<file path="config.mk">
export PLATFORM = sky130hd
export DESIGN_NAME = req_encoder_flat
export DESIGN_NICKNAME = d
export VERILOG_FILES = /design/src/rtl/req_encoder_if.sv /design/src/rtl/req_encoder.sv /design/src/flat_wrapper.sv
export SDC_FILE = /design/constraint.sdc
export NUM_CORES = 1
export LEC_CHECK = 0
export CORE_MARGIN = 4
export CORE_UTILIZATION = 40
export DETAILED_ROUTE_END_ITERATION = 12
export PLACE_DENSITY = 0.72
export SYNTH_ARGS = -nofsm -noshare
export SYNTH_HDL_FRONTEND = slang
export SYNTH_SLANG_ARGS = --single-unit
</file>
<file path="constraint.sdc">
create_clock -name clk -period 4 [get_ports clk]
set_input_delay 0.6 -clock clk [delete_from_list [all_inputs] [get_ports clk]]
set_output_delay 0.6 -clock clk [all_outputs]
set_load 0.05 [all_outputs]
</file>
<file path="src/rtl/req_encoder_if.sv">
// Request/offer bundle for req_encoder: request inputs, valid/ready index offer, pending status.
// master = encoder side, slave = requester/consumer side.
interface req_encoder_if #(
    parameter int N = 8,
    parameter int W = 3
);
    logic         e;
    logic [N-1:0] req;
    logic         out_valid;
    logic         out_ready;
    logic [W-1:0] out_idx;
    logic [N-1:0] pending;
    logic         any;

    modport master (
        input  e,
        input  req,
        input  out_ready,
        output out_valid,
        output out_idx,
        output pending,
        output any
    );

    modport slave (
        output e,
        output req,
        output out_ready,
        input  out_valid,
        input  out_idx,
        input  pending,
        input  any
    );
endinterface

</file>
<file path="src/rtl/req_encoder.sv">
// Sticky-pending N-to-log2(N) priority encoder offering one index at a time over valid/ready.
// Define REQ_ENCODER_RR_EN for round-robin priority; default is fixed lowest-index-wins.
module req_encoder #(
    parameter int N = 8,
    parameter int W = 3
) (
    input  logic          clk,
    input  logic          rst_n,
    req_encoder_if.master bus
);

    typedef enum logic {
        IDLE,
        OFFER
    } state_t;

    state_t       r_state;
    state_t       w_nextState;
    logic [N-1:0] r_pending;
    logic [W-1:0] r_idx;
    logic [W-1:0] w_nextIdx;
    logic         w_fire;
    logic [N-1:0] w_clr;
    logic [N-1:0] w_masked;
    logic         w_hasCand;
    logic [W-1:0] w_cand;

    assign w_fire    = (r_state == OFFER) && bus.out_ready;
    assign w_clr     = w_fire ? (N'(1) << r_idx) : '0;
    assign w_masked  = r_pending & ~w_clr;
    assign w_hasCand = |w_masked;

`ifdef REQ_ENCODER_RR_EN
    logic [W-1:0] r_last;
    logic [W-1:0] w_base;

    // Search starts just past the most recent grant; on a fire edge that grant is out_idx itself.
    assign w_base = w_fire ? r_idx : r_last;

    always_comb begin
        logic [W-1:0] probe;
        probe  = '0;
        w_cand = '0;
        for (int i = N; i >= 1; i--) begin
            probe = w_base + W'(i);
            if (w_masked[probe]) begin
                w_cand = probe;
            end
        end
    end

    always_ff @(posedge clk or negedge rst_n) begin
        if (!rst_n) begin
            r_last <= W'(N - 1);
        end else if (w_fire) begin
            r_last <= r_idx;
        end
    end
`else
    always_comb begin
        w_cand = '0;
        for (int i = N - 1; i >= 0; i--) begin
            if (w_masked[i]) begin
                w_cand = W'(i);
            end
        end
    end
`endif

    always_comb begin
        w_nextState = r_state;
        w_nextIdx   = r_idx;
        case (r_state)
            IDLE: begin
                if (bus.e && w_hasCand) begin
                    w_nextIdx   = w_cand;
                    w_nextState = OFFER;
                end
            end
            OFFER: begin
                // Enable only gates new offers; a live offer is held until it is accepted.
                if (w_fire) begin
                    if (bus.e && w_hasCand) begin
                        w_nextIdx = w_cand;
                    end else begin
                        w_nextState = IDLE;
                    end
                end
            end
            default: w_nextState = IDLE;
        endcase
    end

    always_ff @(posedge clk or negedge rst_n) begin
        if (!rst_n) begin
            r_state   <= IDLE;
            r_idx     <= '0;
            r_pending <= '0;
        end else begin
            r_state   <= w_nextState;
            r_idx     <= w_nextIdx;
            r_pending <= w_masked | bus.req;
        end
    end

    assign bus.out_valid = (r_state == OFFER);
    assign bus.out_idx   = r_idx;
    assign bus.pending   = r_pending;
    assign bus.any       = |r_pending;

endmodule

</file>
<file path="src/flat_wrapper.sv">
// flat-port wrapper written by rule: the top's interface ports become plain ports
module req_encoder_flat 
#(
    parameter int N = 8,
    parameter int W = 3
)
  (clk, rst_n, bus_e, bus_req, bus_out_ready, bus_out_valid, bus_out_idx, bus_pending, bus_any);
  req_encoder_if #(.N(N), .W(W)) bus_i ();
  input  logic clk;
  input  logic rst_n;
  input wire logic [$bits(bus_i.e)-1:0] bus_e;
  input wire logic [$bits(bus_i.req)-1:0] bus_req;
  input wire logic [$bits(bus_i.out_ready)-1:0] bus_out_ready;
  output wire logic [$bits(bus_i.out_valid)-1:0] bus_out_valid;
  output wire logic [$bits(bus_i.out_idx)-1:0] bus_out_idx;
  output wire logic [$bits(bus_i.pending)-1:0] bus_pending;
  output wire logic [$bits(bus_i.any)-1:0] bus_any;
  assign bus_i.e = bus_e;
  assign bus_i.req = bus_req;
  assign bus_i.out_ready = bus_out_ready;
  assign bus_out_valid = bus_i.out_valid;
  assign bus_out_idx = bus_i.out_idx;
  assign bus_pending = bus_i.pending;
  assign bus_any = bus_i.any;
  req_encoder #(.N(N), .W(W)) u_core (.clk(clk), .rst_n(rst_n), .bus(bus_i));
endmodule
</file>
# Word-level counts from Yosys, hierarchy flattened
# Cells that the tools add are included.
# Widths: inputs -> output; s select.
[word_totals]
reg_bits = 12
inputBits = 12
output_inout_bits = 13
[op_classes]
eq_ne = 1
n_shift = 1
muxes = 15
bitwise = 4
n_reduce_logical = 4
[op_table]
columns = ["op", "count"]
rows = [
  ["$mux 3", 10],
  ["$reduce_or 8->1", 2],
  ["$and 8x8->8", 1],
  ["$mux 8", 1],
  ["$not 8->8", 1],
  ["$or 8x8->8", 1],
  ["$shl 1x3->8 const A", 1],
  ["$pmux 3 s2", 1],
  ["$logic_and 1x1->1", 2],
  ["$mux 1", 2],
  ["$ne 2x2->1 const B", 1],
  ["$pmux 1 s2", 1],
  ["$not 1->1", 1],
]

# Longest topological paths before layout
[depth]
word_depth = 15
ltp_mapped = 6
mapped_depth_nobuf = 5

# Worst setup path before layout
# Ideal clock, no wire load.
[synth_path]
path_type = "register -> output"
from = "register u_core.r_pending[5], in the netlist u_core.bus.pending[5]"
to = "output bus_any"
arrival_time_ns = 1.237
t_required_ns = 3.400
slack_ns = 2.163
stages_incl_launch_ff = 3
n_path_buf = 0
cell_sequence = "dfrtp_1 > nor4_1 > nand2_1"
[synth_via]
elab_chain_cells = 1
[synth_lines]
columns = ["item", "line_no", "rtl"]
rows = [
  ["from (decl)", "req_encoder.sv:19", "logic [N-1:0] r_pending;"],
  ["from (signal assigned)", "req_encoder.sv:102", "r_pending <= w_masked | bus.req;"],
  ["$reduce_or 8->1", "req_encoder.sv:109", "assign bus.any = |r_pending;"],
  ["to (decl)", "flat_wrapper.sv:17", "output wire logic [$bits(bus_i.any)-1:0] bus_any;"],
]
# Every way passes these cells.

# Worst setup path in the final report
[layout_path]
from = "register u_core.r_pending[2], in the netlist u_core.bus.pending[2]"
to = "output bus_any"
# Same word-level chain as after synthesis.

==> results.py <==
metrics = {
    "critical_path": {
        "slowest_delay_ns": 0.71,
        "start_kind": "flip-flop",
        "timing.rr.start": "u_core.bus.out_idx[2]",
        "cp_slowest_cell": "clkdlybuf4s50_1",
        "reg2reg_slack_ns": 2.32,
        "endpoint_kind": "output pin",
        "crit_family": "buffers and inverters",
        "crit_fanout": 4,
        "critPathArrivalTime_ns": 1.85,
        "path_class": "reg -> out",
        "cp_num_buf_inv": 1,
        "rr_worst_depth": 5,
        "reg2reg_to": "u_core.bus.out_idx[0]",
        "required_ns": 3.40,
        "crit_chain": "nor4_1 > nand2_1 > clkdlybuf4s50_1",
    },
    "grt": {
        "grt_overflow": 0,
        "grt.total_usage_pct": 15.27,
        "grt_pass1_wl_mm": 3.056,
        "antenna_found_initial": 0,
        "grt_pass1_vias": 679,
        "grt_max_degree": 13,
    },
    "floorplan": {
        "die-height_um": 50.38,
        "initial_utilization_pct": 42.05,
        "io_pins": 25,
        "die_w_um": 50.38,
        "die_area_mm2": 0.002538,
        "core_area_mm2": 0.001708,
        "rows": 15,
    },
    "finish": {
        "antenna_cells": 0,
        "multi_input_area_um2": 392.9,
        "num-nets-final": 110,
        "fillers": 157,
        "drive_above_1_share_pct": 17.53,
        "ff_latch_area_um2": 300.3,
        "final_core_util_pct": 59.63,
        "syn2layout_area_growth_pct": 41.81,
    },
    "placed_design": {
        "port_buffers": 24,
        "gp_congestion": 0.8345,
        "place_ws_ns": 1.694,
        "hpwl_mm": 1.344,
    },
    "detailed_routing": {
        "final_antenna_net_count": 0,
        "drtPass1Iterations": 6,
        "met1_length_um": 798,
        "drc": 0,
        "post_drt_wl_per_cell_um": 14.75,
        "wl_mm": 1.799,
        "vias": 681,
        "vias_per_cell": 5.582,
        "met2_wirelength_um": 864,
        "dr.max_layer_used": "met4",
        "route.met3.wl_um": 127,
        "first_iter_violations": 12,
    },
    "sta": {
        "hold_viol": 0,
        "max_slew_margin_pct": 59.90,
        "fin_crit_sh_pct": 61.14,
        "fmax_ghz": 0.4089,
        "fin_crit_ns": 2.446,
        "maxSlewViolCount": 0,
        "worst_pin_slew_ns": 0.5996,
        "layout_setup_ws_ns": 1.554,
        "clock_skew_ns": 0.005853,
        "finalSetupViolCount": 0,
        "grt_setup_unrepaired": "no",
        "tns_ns": 0,
    },
    "power_and_ir_drop": {
        "p_per_area_mw_per_mm2": 339.3,
        "p_leak_uw": 0.0003598,
        "total_power_uw": 345.6,
        "irDropWorstVdd_uv": 253.6,
    },
    "min_path": {
        "min_to": "u_core.bus.out_idx[2]",
        "hold_start": "u_core.bus.out_idx[2]",
        "min_path_cells": 2,
        "min_path_type": "reg -> reg",
    },
    "synth": {
        "synth_nets": 82,
        "syn_avg_cell_area_um2": 10.26,
        "yosysUniqueCellTypes": 34,
        "yosys_warnings": 0,
        "synth-seq-area-share_pct": 41.81,
        "synth_seq_cells": 12,
        "postSynthCellCount": 70,
        "syn-cell-area_um2": 718.2,
    },
    "clock_network": {
        "numCtsBuffers": 3,
        "cts_sinks": 12,
        "cts_tree": "done",
        "clkTransAtPathRegs_ns": 0.09,
        "worstSkewPairLatency_ns": 0.27,
        "cts_max_level": 1,
        "cts_resized": 0,
        "cts_setup_buffers": 0,
        "cts-root-buf": "clkbuf_4",
        "clockBufferDepth": 2,
        "holdBufCountCts": 0,
    },
    "status": {
        "status": "finished clean",
    },
    "run": {
        "maxCapViolCount": 0,
    },
}
==> layout make-up <==
cell class              count  area share (%)
clock buffers               4           3.563
inverters                   4           1.720
multi-input cells          53           38.57
flip-flops and latches     12           29.48
well taps                  25           3.071
repair buffers             24           23.59
==> cells by family after synthesis <==
family	synth area share, %
compound gates	30.49
simple gates	24.22
flops	41.81
buf+inv	3.485
==> layout by cell type (no fill, tap or decap), drive strengths merged <==
cell	n
and3	1
nor2	2
nand2b	4
nand4	1
a21o	2
a311o	1
o311a	1
a211o	1
clkdlybuf4s50	24
nand4bb	1
inv	4
o21ai	8
nor4	2
nand2	3
a32o	1
nor3b	1
o22ai	3
and2	1
nand4b	2
o311ai	1
a31oi	2
or2	3
clkbuf	4
a21oi	4
or2b	3
nor3	2
o21a	3
dfrtp	12
==> layer usage <==
layer	vias to the layer above	GRT usage [%]
li1	323	-
met1	330	19.19
met2	26	26.30
met3	2	3.264
met4	0	4.036
met5	-	0
==> how the worst max path moves through the flow <==
stage	from	slack [ns]	to	depth (start not counted)
final	u_core.bus.pending[2]	1.55	bus_any	3
after global routing	u_core.bus.pending[2]	1.49	bus_any	3
after CTS	u_core.bus.pending[2]	1.57	bus_any	3
after detailed placement	bus_out_ready	1.69	u_core.bus.out_idx[0]	6
after global placement	bus_out_ready	1.72	u_core.bus.out_idx[0]	6
after floorplan	u_core.bus.pending[5]	2.16	bus_any	2
==> cells in the mapped netlist (all sizes together) <==
master	n	share of area (%)
nor2	2	1.0
o311a	1	3.0
o22ai	3	5.2
a311o	1	1.4
nor3	2	2.1
nand4b	2	2.4
nor4	2	1.7
or2	3	2.6
nand4	1	1.7
or2b	3	3.1
a21o	2	2.1
and2	1	0.87
inv	4	2.4
a21oi	4	3.3
a211o	1	1.2
a32o	1	1.4
a31oi	2	1.7
nor3b	1	1.0
o21ai	8	6.6
nand2	3	1.6
o311ai	1	1.2
and3	1	0.87
nand2b	4	3.5
dfrtp	12	42
buf	1	1.0
o21a	3	3.3
nand4bb	1	1.6
==> worst reg2reg max path, delay by kind of cell, from the launching register on <==
family / cells / cell delay [ns]
flops: 1 / 0.45
compound gates: 4 / 0.82
simple gates: 1 / 0.29
==> power breakdown <==
| part | leakage (uW) | switching [uW] | internal (uW) |
|---|---|---|---|
| clock network | 0.0000210 | 42.9 | 55.2 |
| logic | 0.000218 | 59.9 | 41.0 |
| registers | 0.000120 | 16.9 | 130 |
==> flip-flops by register name, summed over array words and instances, names as in the netlist <==
register and cells:
u_core.bus.out_valid 1, u_core.bus.pending 8, u_core.bus.out_idx 3
==> through the flow <==
step,instance area [um2],instances,hold slack (ns)
3_5_place_dp,982.2,118,0.5989
6_report,1018,122,0.6116
3_3_place_gp,982.2,118,0.5916
4_1_cts,1018,122,0.6120
2_1_floorplan,718.2,70,0.3044
5_1_grt,1018,122,0.6437
No activity file was read; power rests on OpenSTA's default activity.
